[config.mk]
export PLATFORM = sky130hd
export DESIGN_NAME = riscv_pushpop_lsu_seq
export DESIGN_NICKNAME = d
export VERILOG_FILES = /design/src/rtl/riscv_pushpop_lsu_seq_pkg.sv /design/src/rtl/riscv_pushpop_rsp_fifo.sv /design/src/rtl/riscv_pushpop_lsu_seq.sv
export SDC_FILE = /design/constraint.sdc
export NUM_CORES = 1
export LEC_CHECK = 0
export BUFFER_PORTS_ARGS = -buffer_cell sky130_fd_sc_hd__buf_4
export CAP_MARGIN = 20
export CORE_ASPECT_RATIO = 1.5
export CORE_MARGIN = 2
export CORE_UTILIZATION = 30
export CTS_CLUSTER_SIZE = 14
export DETAILED_ROUTE_END_ITERATION = 10
export GPL_TIMING_DRIVEN = 0
export PLACE_DENSITY = 0.58
export SKIP_CTS_REPAIR_TIMING = 1
export SLEW_MARGIN = 10
export SYNTH_ARGS = -nofsm -noshare
export SYNTH_HDL_FRONTEND = slang
export SYNTH_SLANG_ARGS = --single-unit
[constraint.sdc]
create_clock -name clk -period 5.9 [get_ports clk]
set_clock_uncertainty 0.15 [all_clocks]
set_input_delay 0.295 -clock clk [delete_from_list [all_inputs] [get_ports clk]]
set_output_delay 0.295 -clock clk [all_outputs]
set_load 0.005 [all_outputs]
[src/rtl/riscv_pushpop_lsu_seq_pkg.sv]
// Shared types for the push/pop load-store sequencer.
//   pushpop_rsp_t   : bookkeeping entry kept per granted bus beat
//   pushpop_req_t   : contents of the single request stage
//   pushpop_state_e : sequencer FSM states
//   pushpop_addr()  : word-aligned SP-relative address
package riscv_pushpop_lsu_seq_pkg;

    localparam int PUSHPOP_MAX_OUTST_DEF = 2;

    typedef struct packed {
        logic       we;
        logic [4:0] rf_reg;
        logic       last;
    } pushpop_rsp_t;

    typedef struct packed {
        logic [31:0] addr;
        logic        we;
        logic [31:0] wdata;
        logic [4:0]  rf_reg;
        logic        last;
    } pushpop_req_t;

    typedef enum logic [1:0] {
        PP_IDLE,
        PP_ISSUE,
        PP_DRAIN
    } pushpop_state_e;

    // sp + offset (mod 2^32) with the byte lane bits dropped
    function automatic logic [31:0] pushpop_addr(input logic [31:0] sp, input logic [31:0] off);
        logic [31:0] sum;
        sum = sp + off;
        return {sum[31:2], 2'b00};
    endfunction

endpackage

[src/rtl/riscv_pushpop_rsp_fifo.sv]
// Response bookkeeping FIFO: one pushpop_rsp_t per granted beat, popped when
// the matching response returns.
//   push_i/push_data_i : enqueue (ignored when full)
//   pop_i/pop_data_o   : dequeue / head entry (pop ignored when empty)
//   full_o/empty_o     : occupancy flags
module riscv_pushpop_rsp_fifo
    import riscv_pushpop_lsu_seq_pkg::*;
#(
    parameter int DEPTH = 2
) (
    input  logic         clk,
    input  logic         rst_n,
    input  logic         push_i,
    input  pushpop_rsp_t push_data_i,
    input  logic         pop_i,
    output pushpop_rsp_t pop_data_o,
    output logic         full_o,
    output logic         empty_o
);

    localparam int PTR_W = (DEPTH > 1) ? $clog2(DEPTH) : 1;
    localparam int OCC_W = $clog2(DEPTH + 1);

    pushpop_rsp_t [DEPTH-1:0] mem_q, mem_d;
    logic [PTR_W-1:0]         wptr_q, wptr_d, rptr_q, rptr_d;
    logic [OCC_W-1:0]         occ_q, occ_d;
    logic                     do_push, do_pop;

    function automatic logic [PTR_W-1:0] ptr_inc(input logic [PTR_W-1:0] p);
        return (p == PTR_W'(DEPTH - 1)) ? '0 : p + 1'b1;
    endfunction

    assign full_o     = (occ_q == OCC_W'(DEPTH));
    assign empty_o    = (occ_q == '0);
    assign do_push    = push_i & ~full_o;
    assign do_pop     = pop_i & ~empty_o;
    assign pop_data_o = mem_q[rptr_q];

    always_comb begin
        mem_d  = mem_q;
        wptr_d = wptr_q;
        rptr_d = rptr_q;
        occ_d  = occ_q + OCC_W'(do_push) - OCC_W'(do_pop);
        if (do_push) begin
            mem_d[wptr_q] = push_data_i;
            wptr_d        = ptr_inc(wptr_q);
        end
        if (do_pop) begin
            rptr_d = ptr_inc(rptr_q);
        end
    end

    always_ff @(posedge clk or negedge rst_n) begin
        if (!rst_n) begin
            mem_q  <= '0;
            wptr_q <= '0;
            rptr_q <= '0;
            occ_q  <= '0;
        end else begin
            mem_q  <= mem_d;
            wptr_q <= wptr_d;
            rptr_q <= rptr_d;
            occ_q  <= occ_d;
        end
    end

endmodule

[src/rtl/riscv_pushpop_lsu_seq.sv]
// Push/pop load-store sequencer. Turns per-register micro-ops from the push/pop
// controller into word transactions on the OBI data port, writes popped words
// back to the register file and reports sequence completion (plus any bus
// error) to the ID stage.
//   uop_*      : micro-op handshake and payload, sp_i sampled on accept
//   data_*     : OBI master (req/gnt address phase, rvalid response phase)
//   rf_*       : register-file write port for popped data
//   busy_o     : sequence in flight
//   done_o     : one-cycle completion pulse, err_o qualifies it
module riscv_pushpop_lsu_seq
    import riscv_pushpop_lsu_seq_pkg::*;
#(
    parameter int MAX_OUTSTANDING = PUSHPOP_MAX_OUTST_DEF,
    parameter int CNT_W           = 3
) (
    input  logic        clk,
    input  logic        rst_n,
    input  logic        uop_valid_i,
    output logic        uop_ready_o,
    input  logic        uop_push_i,
    input  logic [4:0]  uop_reg_i,
    input  logic [31:0] uop_offset_i,
    input  logic [31:0] uop_wdata_i,
    input  logic        uop_last_i,
    input  logic [31:0] sp_i,
    output logic        data_req_o,
    input  logic        data_gnt_i,
    output logic [31:0] data_addr_o,
    output logic        data_we_o,
    output logic [3:0]  data_be_o,
    output logic [31:0] data_wdata_o,
    input  logic        data_rvalid_i,
    input  logic [31:0] data_rdata_i,
    input  logic        data_err_i,
    output logic        rf_we_o,
    output logic [4:0]  rf_waddr_o,
    output logic [31:0] rf_wdata_o,
    output logic        busy_o,
    output logic        done_o,
    output logic        err_o
);

    localparam logic [CNT_W:0] MAX_C = (CNT_W + 1)'(MAX_OUTSTANDING);

    pushpop_req_t   stage_q, stage_d;
    logic           stage_vld_q, stage_vld_d;
    logic [CNT_W-1:0] cnt_q, cnt_d;
    logic           sticky_err_q, sticky_err_d;
    pushpop_state_e state_q, state_d;

    logic           uop_fire, gnt_fire, rsp_fire, seq_done;
    logic [CNT_W:0] in_flight;
    pushpop_rsp_t   fifo_in, fifo_head;
    logic           fifo_full, fifo_empty;

    // Granted-but-unanswered beats plus the one waiting in the stage. Keeping
    // this below the limit before accepting means a grant can never find the
    // response FIFO full.
    assign in_flight = {1'b0, cnt_q} + {{CNT_W{1'b0}}, stage_vld_q};
    assign gnt_fire  = stage_vld_q & data_gnt_i;
    assign rsp_fire  = data_rvalid_i & ~fifo_empty;

    // The FIFO-full term is implied by the count check; it only guards against
    // the two bookkeeping structures ever disagreeing.
    assign uop_ready_o = (~stage_vld_q | gnt_fire) & (in_flight < MAX_C) &
                         (state_q != PP_DRAIN) & ~fifo_full;
    assign uop_fire    = uop_valid_i & uop_ready_o;

    // Address phase comes straight from the stage register, so it is stable
    // for as long as the request waits for its grant.
    assign data_req_o   = stage_vld_q;
    assign data_addr_o  = stage_q.addr;
    assign data_we_o    = stage_q.we;
    assign data_wdata_o = stage_q.wdata;
    assign data_be_o    = stage_vld_q ? 4'b1111 : 4'b0000;

    assign fifo_in = '{we: stage_q.we, rf_reg: stage_q.rf_reg, last: stage_q.last};

    riscv_pushpop_rsp_fifo #(
        .DEPTH (MAX_OUTSTANDING)
    ) u_rsp_fifo (
        .clk         (clk),
        .rst_n       (rst_n),
        .push_i      (gnt_fire),
        .push_data_i (fifo_in),
        .pop_i       (rsp_fire),
        .pop_data_o  (fifo_head),
        .full_o      (fifo_full),
        .empty_o     (fifo_empty)
    );

    // Register-file writeback is combinational from rvalid; errored beats,
    // store acknowledgements and x0 never write.
    assign rf_we_o    = rsp_fire & ~fifo_head.we & ~data_err_i & (fifo_head.rf_reg != 5'd0);
    assign rf_waddr_o = rf_we_o ? fifo_head.rf_reg : 5'd0;
    assign rf_wdata_o = rf_we_o ? data_rdata_i : 32'd0;

    assign seq_done = (state_q == PP_DRAIN) & rsp_fire & fifo_head.last;
    assign done_o   = seq_done;
    assign err_o    = seq_done & (sticky_err_q | data_err_i);
    assign busy_o   = (state_q != PP_IDLE);

    always_comb begin
        stage_d      = stage_q;
        stage_vld_d  = stage_vld_q;
        cnt_d        = cnt_q + CNT_W'(gnt_fire) - CNT_W'(rsp_fire);
        sticky_err_d = seq_done ? 1'b0 : (sticky_err_q | (rsp_fire & data_err_i));
        state_d      = state_q;

        if (gnt_fire) begin
            stage_vld_d = 1'b0;
        end
        if (uop_fire) begin
            stage_vld_d    = 1'b1;
            stage_d.addr   = pushpop_addr(sp_i, uop_offset_i);
            stage_d.we     = uop_push_i;
            stage_d.wdata  = uop_wdata_i;
            stage_d.rf_reg = uop_reg_i;
            stage_d.last   = uop_last_i;
        end

        case (state_q)
            PP_IDLE:  if (uop_fire) state_d = PP_ISSUE;
            PP_ISSUE: if (gnt_fire && stage_q.last) state_d = PP_DRAIN;
            PP_DRAIN: if (seq_done) state_d = PP_IDLE;
            default:  state_d = PP_IDLE;
        endcase
    end

    always_ff @(posedge clk or negedge rst_n) begin
        if (!rst_n) begin
            stage_q      <= '0;
            stage_vld_q  <= 1'b0;
            cnt_q        <= '0;
            sticky_err_q <= 1'b0;
            state_q      <= PP_IDLE;
        end else begin
            stage_q      <= stage_d;
            stage_vld_q  <= stage_vld_d;
            cnt_q        <= cnt_d;
            sticky_err_q <= sticky_err_d;
            state_q      <= state_d;
        end
    end

endmodule

==> results of run 1 <==
[report_power, final]
part,internal (W),switching (W)
logic,0.000222,0.000207
clock network,0.000348,0.000277
registers,0.000669,0.0000152
[worst max-delay path: cells and delay by family (launching register included)]
kind,cells,cell delay (ns)
compound gates,1,0.45
flops,1,0.32
simple gates,2,0.58
buf+inv,3,0.66
mux,1,0.34
[registers in the layout, indices dropped and copies added, names as in the netlist, 2 cells and up]
register,cells
cnt_q,3
data_addr_o,30
data_wdata_o,32
fifo_in,6
state_q,2
u_rsp_fifo.mem_q,14
u_rsp_fifo.occ_q,2
[per-stage QoR]
stage	worst slack, ns	total power, W	util
after floorplan	3.41	0.000943	-
after global placement	2.94	0.00111	0.426
after detailed placement	2.90	0.00111	0.427
after CTS	2.65	0.00175	0.445
after global routing	2.54	0.00184	0.462
final	2.76	0.00174	0.462
[Yosys cell counts, drive strengths merged, types with 9 or more instances]
library cell	n
nor2	23
nand2	161
dfrtp	94
a21oi	29
and2	36
xor2	15
xnor2	14
buf	17
inv	15
clkbuf	11
mux2	15
o21ai	40
a21o	9
ha	36
[area by class of cell]
type | count | area, µm²
sequential | 94 | 2350
timing repair buffer | 283 | 2220
fill | 1834 | 9690
clock inverter | 6 | 73.8
multi-input combinational | 475 | 2980
clock buffer | 10 | 239
buffer | 28 | 136
inverter | 15 | 56.3
tap | 217 | 272
[per-layer routing]
layer	up-vias	wire length, µm	track usage
li1	2673	-	-
met1	2495	6140	0.168
met2	213	9510	0.338
met3	35	1480	0.0566
met4	0	512	0.0723
met5	-	0	0
[logic make-up after synthesis]
group                      Yosys count
buffers and inverters               43
DFF                                 94
AOI/OAI and AO/OA                  115
adders and majority gates           37
muxes                               22
other                                1
xor gates and xnor gates            29
and+or+nand+nor                    270
[cell usage in the layout (no fill, tap or decap), drive strengths merged, types with 5 or more instances in the layout]
cell type,Yosys,layout
inv,15,20
clkbuf,11,21
ha,36,36
a211oi,5,5
nand2,161,161
xor2,15,15
a21oi,29,29
a21o,9,9
mux2i,7,7
nor2,23,23
dfrtp,94,94
nor3,8,8
nand3,7,7
xnor2,14,14
o21ai,40,40
dlygate4sd3,0,31
buf,17,269
mux2,15,15
nor2b,6,6
nand4,8,8
and2,36,36
[worst max-delay path by stage]
stage / start / to / cells after the start / slack (ns)
after CTS: u_rsp_fifo.rptr_q / rf_wdata_o[9] / 7 / 2.65
after floorplan: data_req_o / data_addr_o[30] / 10 / 3.41
final: u_rsp_fifo.rptr_q / rf_wdata_o[9] / 7 / 2.76
after global placement: data_req_o / data_addr_o[30] / 10 / 2.94
after global routing: u_rsp_fifo.rptr_q / rf_wdata_o[9] / 7 / 2.54
after detailed placement: data_req_o / data_addr_o[30] / 10 / 2.90
==> results.md, run 1 <==
- Leak: around 4.4 nW
- Failing checks: negative hold slack
- Critical Setup Path Class: flop to output pin
- Achievable Freq: 319 MHz
- Post-synth EDFFs: 0
- Post-DP HPWL: approximately 14,000 µm
- Worst setup EP type: output pin
- Die H: between 150 and 200 µm
- Synthesized flop and latch total: 94
- Hold Crit Depth: 3
- Final setup fails: 0
- Pwr/cell area: 209 nW/µm²
- Clock Latency Late Sink: 0.35 ns
- Yosys warning count: 0
- Vias per std cell: 4.80
- Main combinational cell family by area after synthesis: simple AND/OR/NAND/NOR gates
- WL/cell: 15.6 µm
- RD Place Congestion: roughly 0.9
- Outcome: finished, violations left
- Register area share after synthesis: 0.426
- Adder-Cell Fraction of Synth Area: 0.0852
- Pins Over Slew Limit: 0
- Clock tree buffer depth: 2
- Compound-gate portion of the synthesized area: 0.140
- Clock-pin slew on the worst setup and hold paths: roughly 0.08 ns
- First-pass GRT wire length: 26,600 µm
- Top-area cell type share of the netlist area: 0.426
- Global-route usage over all layers: 0.176
- Post-Synth Simple-Gate Area: 0.224
- Proportion of synthesized area in mux cells: 0.0433
- Post-layout instance area: 8330 µm²
- Clk sinks: 94
- Worst hold endpoint: data_wdata_o[26]
- Final-report hold violation count: 6
- Crit path largest cell delay: 0.45 ns
- Worst rel slew slack: 0.562
- Area leader, netlist: dfrtp_1
- Drt first-iter violations: 178
- Via Count: 5,416
- Mapped Avg Cell Area: 9.03 µm²
- Initial antenna violation count: 0
- Vias in the first global route: 5,303
- Htree depth: 3
- Num rows: 60
- Worst setup SP type: flop
- Post-Route WL: 17,600 µm
- Initial Util: 0.306
- CTS tree: built
- Cell repeated most along the worst path: buf_2
- CTS root buf: clkbuf_16
- CP arrival: 2.69 ns
- Largest net degree at the start of global routing: 51
- 1st-pass router iterations: 4
- Reg2Reg Capture Point: data_addr_o[30]
- Worst-Margin Slew: 0.656 ns
- Req. time, crit path: 5.45 ns
- Grt total ovfl: 0
- N_diodes: 0
- Max Cap Viol: 0
- Crit-path cells: buf_2, mux2_1, or3_1, a311oi_2, buf_2, and2_1, buf_4
- NumNets Final: 1,084
- Cells after Synth: 611
- Dpl cells: 1,080
- XOR/XNOR share of the synthesized area: 0.0460
- Tcrit/Tclk final: 0.532
- Drc violations: 0
- Remaining antenna violation count: 0
- Post-synthesis cell type count: 64
- Final cell count without fillers: 1,128
- IO Count: 253
- Worst hold margin: -0.0219 ns
- Share of cells above drive strength 1: 0.341
- Length in cells of the worst reg-to-reg path: 10
- Core area: 18,000 µm²
- VDD IR max: 0.000109 V
- RSZ-0062 raised after global routing: false
- Hold WC Path Type: primary input to flop
- Synth area leaders: dfrtp_1 43%, nand2_1 11%, ha_1 8.2%
- Die width: 115 µm
- Synth-to-Final Area Change: 50.9%
- Placed cell areas: 7700 µm²
- Clock period minus worst slack: 3.14 ns
- Cell Area, Synth: 5520 µm²
- Top_reg_cell synth: dfrtp_1
- Port bufs: 250
- CP max-delay cell: a311oi_2
- Startpoint of the worst hold path: uop_wdata_i[26]
- CTS buffer count: 9
- Setup TNS Final: 0 ns
- Worst r2r src: data_req_o
- Die area: roughly 20,000 µm²
- Critical-path maximum fanout: 10
- FF-to-FF setup slack: roughly 2.9 ns
- Ys async rst share: 1.00
Power figures use the tool's default switching activity.
==> run 2, diff against run 1 <==
--- a/config.mk
+++ b/config.mk
@@ -5,6 +5,7 @@
 export SDC_FILE = /design/constraint.sdc
 export NUM_CORES = 1
 export LEC_CHECK = 0
+export ABC_AREA = 1
 export BUFFER_PORTS_ARGS = -buffer_cell sky130_fd_sc_hd__buf_4
 export CAP_MARGIN = 20
 export CORE_ASPECT_RATIO = 1.5
@@ -13,7 +14,7 @@
 export CTS_CLUSTER_SIZE = 14
 export DETAILED_ROUTE_END_ITERATION = 10
 export GPL_TIMING_DRIVEN = 0
-export PLACE_DENSITY = 0.58
+export PLACE_DENSITY = 0.59
 export SKIP_CTS_REPAIR_TIMING = 1
 export SLEW_MARGIN = 10
 export SYNTH_ARGS = -nofsm -noshare
==> constraint.sdc (replaced) <==
create_clock -name clk -period 2.6 [get_ports clk]
set_clock_uncertainty 0.15 [all_clocks]
set_input_delay 0.13 -clock clk [delete_from_list [all_inputs] [get_ports clk]]
set_output_delay 0.13 -clock clk [all_outputs]
set_load 0.005 [all_outputs]
==> results.md, run 2 <==
- CTS root buf: clkbuf_16
- Cell Area, Synth: 6500 µm² (+18%)
- Mapped Avg Cell Area: 6.55 µm² (-27%)
- Synth area leaders: dfrtp_1 36%, nand2_1 24%, inv_1 11%
- Clock tree buffer depth: 2 (unchanged)
- Top_reg_cell synth: dfrtp_1
- Register area share after synthesis: 0.362 (-0.0643)
- Remaining antenna violation count: 0 (unchanged)
- Most frequent cells in the layout: 420 x nand2_1, 259 x buf_4, 183 x inv_1, 94 x dfrtp_1, 69 x nor2_1
- Htree depth: 3 (unchanged)
- XOR/XNOR share of the synthesized area: 0.0256 (-0.0204)
- Outcome: complete, no violations
- Initial antenna violation count: 0 (unchanged)
- Area leader, netlist: dfrtp_1
- Length in cells of the worst reg-to-reg path: 11 (+1)
- Adder-Cell Fraction of Synth Area: 0.0724 (-0.0129)
- Worst hold margin: 0.000592 ns (+0.0225 ns)
- RSZ-0062 raised after global routing: false
- Die width: 124 µm (+8.2%)
- Top-area cell type share of the netlist area: 0.362 (-0.0643)
- Worst setup EP type: flop
- Grt total ovfl: 0 (unchanged)
- NumNets Final: 1,475 (+36%)
- Register Area: 2350 µm² (unchanged)
- Vias per std cell: 4.29 (-11%)
- Final setup fails: 0 (unchanged)
- CTS buffer count: 9 (unchanged)
- RD Place Congestion: 0.822 (-8.3%)
- Drc violations: 0 (unchanged)
- Yosys warning count: 0 (unchanged)
- VDD IR max: 0.000306 V (+180%)
- Crit path largest cell delay: 0.47 ns (+0.02 ns)
- Clk sinks: 94 (unchanged)
- Largest net degree at the start of global routing: 49 (-3.9%)
- Synthesized flop and latch total: 94 (unchanged)
- Leak: 5.65 nW (+29%)
- Synth-to-Final Area Change: 46.1%
- Post-synth EDFFs: 0 (unchanged)
- Tot Pwr: 0.00760 W (+340%)
- Hold Crit Depth: 5 (+2)
- Critical-path maximum fanout: 10 (unchanged)
- Cells after Synth: 992 (+62%)
- Compound-gate portion of the synthesized area: 0.0649 (-0.0748)
- Filler instances: 2,275 (+24%)
- Worst setup SP type: flop
- Crit-path cells: nand2_1, inv_1, ha_1, xor2_1, nor3_1, nand3_2, buf_4, buf_2, buf_2, nand2_1, nand2_1
- Port bufs: 250 (unchanged)
- Cell repeated most along the worst path: nand2_1
- Clock period minus worst slack: 2.33 ns
- Worst rel slew slack: 0.573 (+0.0101)
- Post-synth top cells: 420 x nand2_1, 183 x inv_1, 94 x dfrtp_1, 69 x nor2_1, 40 x o21ai_0
- Pwr/cell area: 800 nW/µm² (+280%)
- Main combinational cell family by area after synthesis: simple AND/OR/NAND/NOR gates
- N_diodes: 0 (unchanged)
- Global-route usage over all layers: 0.177 (+0.000965)
- CP max-delay cell: dfrtp_1
- Worst-Margin Slew: 0.641 ns (-0.0152 ns)
- Commonest non-fill, non-tap cell in the layout: nand2_1
- Post-DP HPWL: 16,900 µm (+21%)
- Via Count: 6,754 (+25%)
- Vias in the first global route: 6,357 (+20%)
- Share of cells above drive strength 1: 0.237 (-0.105)
- Top-count cell post-synth: nand2_1
- Clock-pin slew on the worst setup and hold paths: 0.07 ns (about the same)
- Proportion of synthesized area in mux cells: 0.00154 (-0.0418)
- Die area: 22,900 µm² (+17%)
- Post-Route WL: 20,400 µm (+16%)
- Req. time, crit path: 2.69 ns (-2.76 ns)
- Area of the multi-input gates: 3280 µm² (+10%)
- Initial Util: 0.303 (-0.00358)
- Max Cap Viol: 0 (unchanged)
- Ys async rst share: 1.00 (unchanged)
- Achievable Freq: about 430 MHz
- Clock Latency Late Sink: 0.35 ns (about the same)
- Pins Over Slew Limit: 0 (unchanged)
- Drt first-iter violations: 226 (+27%)
- Tcrit/Tclk final: 0.897
- Die H: 184 µm (+8.3%)
- Largest register FFs: 32 (unchanged)
- Core area: 21,500 µm² (+19%)
- CTS tree: built
- First-pass GRT wire length: 31,000 µm (+16%)
- IO Count: 253 (unchanged)
- Post-synthesis cell type count: 32 (-50%)
- Post-Synth Simple-Gate Area: 0.338 (+0.114)
- 1st-pass router iterations: 4 (unchanged)
- Hold WC Path Type: primary input to flop
- Critical Setup Path Class: flop to flop
- CP arrival: 2.42 ns (-0.27 ns)
- Num rows: 66 (+10%)
- Final-report hold violation count: 0 (-6)
- WL/cell: 13.0 µm (-17%)
## run 2: changes by cell type after synthesis, moves of 9 or more
cell | previous run | this run
nor2_2 | 0 | 13
nand2_1 | 161 | 420
mux2_2 | 14 | 0
o21ai_0 | 30 | 40
inv_1 | 15 | 183
nand3_1 | 7 | 28
nor2_1 | 23 | 69
and2_1 | 35 | 1
nand3b_1 | 1 | 10
xor2_1 | 15 | 4
## run 2: path summary, 6_finish.rpt
| kind | to | from | slack [ns] |
|---|---|---|---|
| min in group asynchronous | cnt_q[1] | rst_n | 0.20 |
| min | sticky_err_q | data_err_i | 0.0006 |
| max | data_addr_o[27] | data_req_o | 0.27 |
| max in group asynchronous | data_wdata_o[11] | rst_n | 1.45 |
| min reg2reg | data_addr_o[21] | data_addr_o[21] | 0.33 |
| max reg2reg | data_addr_o[27] | data_req_o | 0.27 |
## run 2: area by class of cell
| type | count | share of cell area |
|---|---|---|
| inverter | 186 | 0.0743 |
| clock inverter | 7 | 0.0103 |
| multi-input combinational | 686 | 0.345 |
| timing repair buffer | 293 | 0.245 |
| buffer | 27 | 0.0186 |
| clock buffer | 9 | 0.0237 |
| tap | 272 | 0.0358 |
| sequential | 94 | 0.248 |
## run 2: power breakdown
group          total (W)  switching, W  internal [W]
Clock            0.00143      0.000588      0.000846
Sequential       0.00251      0.000361       0.00215
Combinational    0.00365       0.00190       0.00175
Total            0.00760       0.00285       0.00475
## run 2: cell families (layout without fill, tap and decap cells)
family / Yosys count / in the layout
xor gates and xnor gates: 19 / 19
muxes: 1 / 1
DFF: 94 / 94
AOI/OAI and AO/OA: 76 / 76
and+or+nand+nor: 551 / 551
other: 1 / 2
adders and majority gates: 37 / 37
buffers and inverters: 213 / 522
## run 2: layer usage
layer	wire length, µm	vias up	global-route usage
met3	1060	39	0.0254
li1	-	3553	-
met1	7100	2991	0.172
met4	754	0	0.0840
met5	0	-	0
met2	11500	171	0.350
## run 2: worst max-delay path, delay by kind of cell (launching register included)
family	cells	cell delay, ns
xor+xnor	1	0.17
fa+ha+maj	1	0.18
buf+inv	4	0.66
flops	1	0.47
simple gates	5	0.58
## run 2: stage by stage
step	setup TNS (ns)	utilization	std cells	setup slack [ns]	area, µm²
floorplan	0	-	993	0.538	6500
global placement	-0.534	0.406	1515	-0.0632	8720
detailed placement	-0.460	0.407	1516	-0.0493	8750
CTS	-1.60	0.422	1532	-0.0810	9070
global route	0	0.442	1574	0.0966	9500
finish	0	0.442	1574	0.268	9500
==> run 3, diff against run 2 <==
==> constraint.sdc (replaced) <==
create_clock -name clk -period 2.6 [get_ports clk]
set_clock_uncertainty 0.15 [all_clocks]
set_input_delay 0.39 -clock clk [delete_from_list [all_inputs] [get_ports clk]]
set_output_delay 0.39 -clock clk [all_outputs]
set_load 0.005 [all_outputs]
==> results.md, run 3 (synthesis results as in run 2) <==
- Die width: 124 µm (unchanged)
- CP Buf/Inv Count: 5 (+1)
- VDD IR max: 0.000314 V (+2.7%)
- Drc violations: 0 (unchanged)
- Remaining antenna violation count: 0 (unchanged)
- Worst-Margin Slew: 0.637 ns (-0.00451 ns)
- IO Count: 253 (unchanged)
- Port bufs: 250 (unchanged)
- Final design utilization: 0.429 (-0.0135)
- Cell repeated most along the worst path: buf_4
- Global-route usage over all layers: 0.177 (unchanged)
- Commonest non-fill, non-tap cell in the layout: nand2_1
- 1st-pass router iterations: 4 (unchanged)
- Psw: 0.00288 W (+0.96%)
- Die area: 22,900 µm² (unchanged)
- Initial Util: 0.303 (unchanged)
- First-pass GRT wire length: 31,000 µm (unchanged)
- Largest register FFs: 32 (unchanged)
- Worst rel slew slack: 0.576 (+0.00301)
- Comb pwr share: 0.485 (+0.004)
- Most frequent cells in the layout: 420 x nand2_1, 264 x buf_4, 183 x inv_1, 94 x dfrtp_1, 58 x nor2_1
- Largest net degree at the start of global routing: 49 (unchanged)
- Clock tree buffer depth: 2 (unchanged)
- Pins Over Slew Limit: 0 (unchanged)
- Setup TNS Final: 0 ns (unchanged)
- Grt total ovfl: 0 (unchanged)
- Vias per std cell: 4.30 (+0.33%)
- Leak: 5.52 nW (-2.2%)
- Die H: 184 µm (unchanged)
- RD Place Congestion: 0.822 (unchanged)
- N_diodes: 0 (unchanged)
- Final-report hold violation count: 0 (unchanged)
- CTS root buf: clkbuf_16
- Share of cells above drive strength 1: 0.257 (+0.0203)
- Core area: 21,500 µm² (unchanged)
- Clk network pwr share: 0.187 (-0.002)
- Clk sinks: 94 (unchanged)
- CP top delay family: buffers and inverters
- Post-DP HPWL: 16,900 µm (unchanged)
- Sequential power share: 0.328 (-0.002)
- Dpl cells: 1,516 (unchanged)
- Vias in the first global route: 6,357 (unchanged)
- Net Sw Frac: 0.375 (about the same)
- CTS tree: built
- NumNets Final: 1,442 (-2.2%)
- Crit path largest cell delay: 0.38 ns (-0.09 ns)
- Num rows: 66 (unchanged)
- Htree depth: 3 (unchanged)
- Clock-pin slew on the worst setup and hold paths: 0.06 ns (about the same)
- Synth-to-Final Area Change: 41.7%
- Critical Setup Path Class: flop to output pin
- Outcome: complete, no violations
- Tot Pwr: 0.00767 W (+0.90%)
- Final setup fails: 0 (unchanged)
- Worst hold margin: 0.0731 ns (+0.0725 ns)
- Pwr/cell area: 833 nW/µm² (+4.1%)
- Achievable Freq: 394 MHz (-8.1%)
- Worst setup EP type: output pin
- Critical-path maximum fanout: 10 (unchanged)
- Clock Latency Late Sink: 0.35 ns (about the same)
- CP arrival: 2.00 ns (-0.42 ns)
- Final cell count without fillers: 1,541 (-2.1%)
- Max Cap Viol: 0 (unchanged)
- Post-Route WL: 20,100 µm (-1.3%)
- Initial antenna violation count: 0 (unchanged)
- Clock period minus worst slack: 2.54 ns (+0.205 ns)
- Req. time, crit path: 2.06 ns (-0.63 ns)
- Crit-path cells: buf_6, buf_4, mux2i_1, a31oi_4, clkinv_4, buf_8, nor2_2, buf_4
- Hold WC Path Type: primary input to flop
- Worst setup SP type: flop
- Int Power: 0.00479 W (+0.86%)
- Via Count: 6,634 (-1.8%)
- CTS buffer count: 9 (unchanged)
- CP max-delay cell: dfrtp_1
- Tcrit/Tclk final: 0.976 (+0.0789)
- WL/cell: 13.1 µm (+0.83%)
- RSZ-0062 raised after global routing: true
- Drt first-iter violations: 206 (-8.8%)
==> run 3: area by class of cell <==
type	count	area, µm²
Buffer	27	180
Clock buffer	9	225
Clock inverter	7	97.6
Fill cell	2311	12300
Inverter	186	713
Multi-Input combinational cell	686	3310
Sequential cell	94	2350
Tap cell	272	340
Timing Repair Buffer	259	1980
Timing Repair inverter	1	5.00
==> run 3: worst paths after layout <==
check                             startpoint                to  slack [ns]  cells after the start
max                        u_rsp_fifo.rptr_q     rf_wdata_o[3]        0.06                      8
min                               data_gnt_i        data_req_o        0.07                      2
max reg2reg                       data_req_o   data_addr_o[27]        0.27                     11
min reg2reg                  data_addr_o[21]   data_addr_o[21]        0.33                      2
max in group asynchronous              rst_n  data_wdata_o[13]        1.19                      3
min in group asynchronous              rst_n          cnt_q[1]        0.45                      2
==> run 3: routing by layer <==
metal  global-route usage  up-vias  share of wire
met5                    0        -              0
met2                0.350      169           0.57
li1                     -     3487              -
met1                0.172     2941           0.35
met4               0.0840        0          0.037
met3               0.0254       37          0.052
==> run 3: metrics by stage <==
stage	worst slack (ns)	cell area, µm²
after floorplan	0.538	6500
after global placement	-0.0632	8720
after detailed placement	-0.0493	8750
after CTS	-0.0810	9070
after global routing	-0.0472	9210
final	0.0630	9210
==> run 3: power by group through the flow <==
stage	Combinational [W]	Clock [W]	Sequential, W
3_5_place_dp	0.00366	0	0.00254
4_1_cts	0.00368	0.00147	0.00252
5_1_grt	0.00421	0.00152	0.00259
3_3_place_gp	0.00361	0	0.00251
2_1_floorplan	0.00186	0	0.00253
6_report	0.00372	0.00144	0.00251
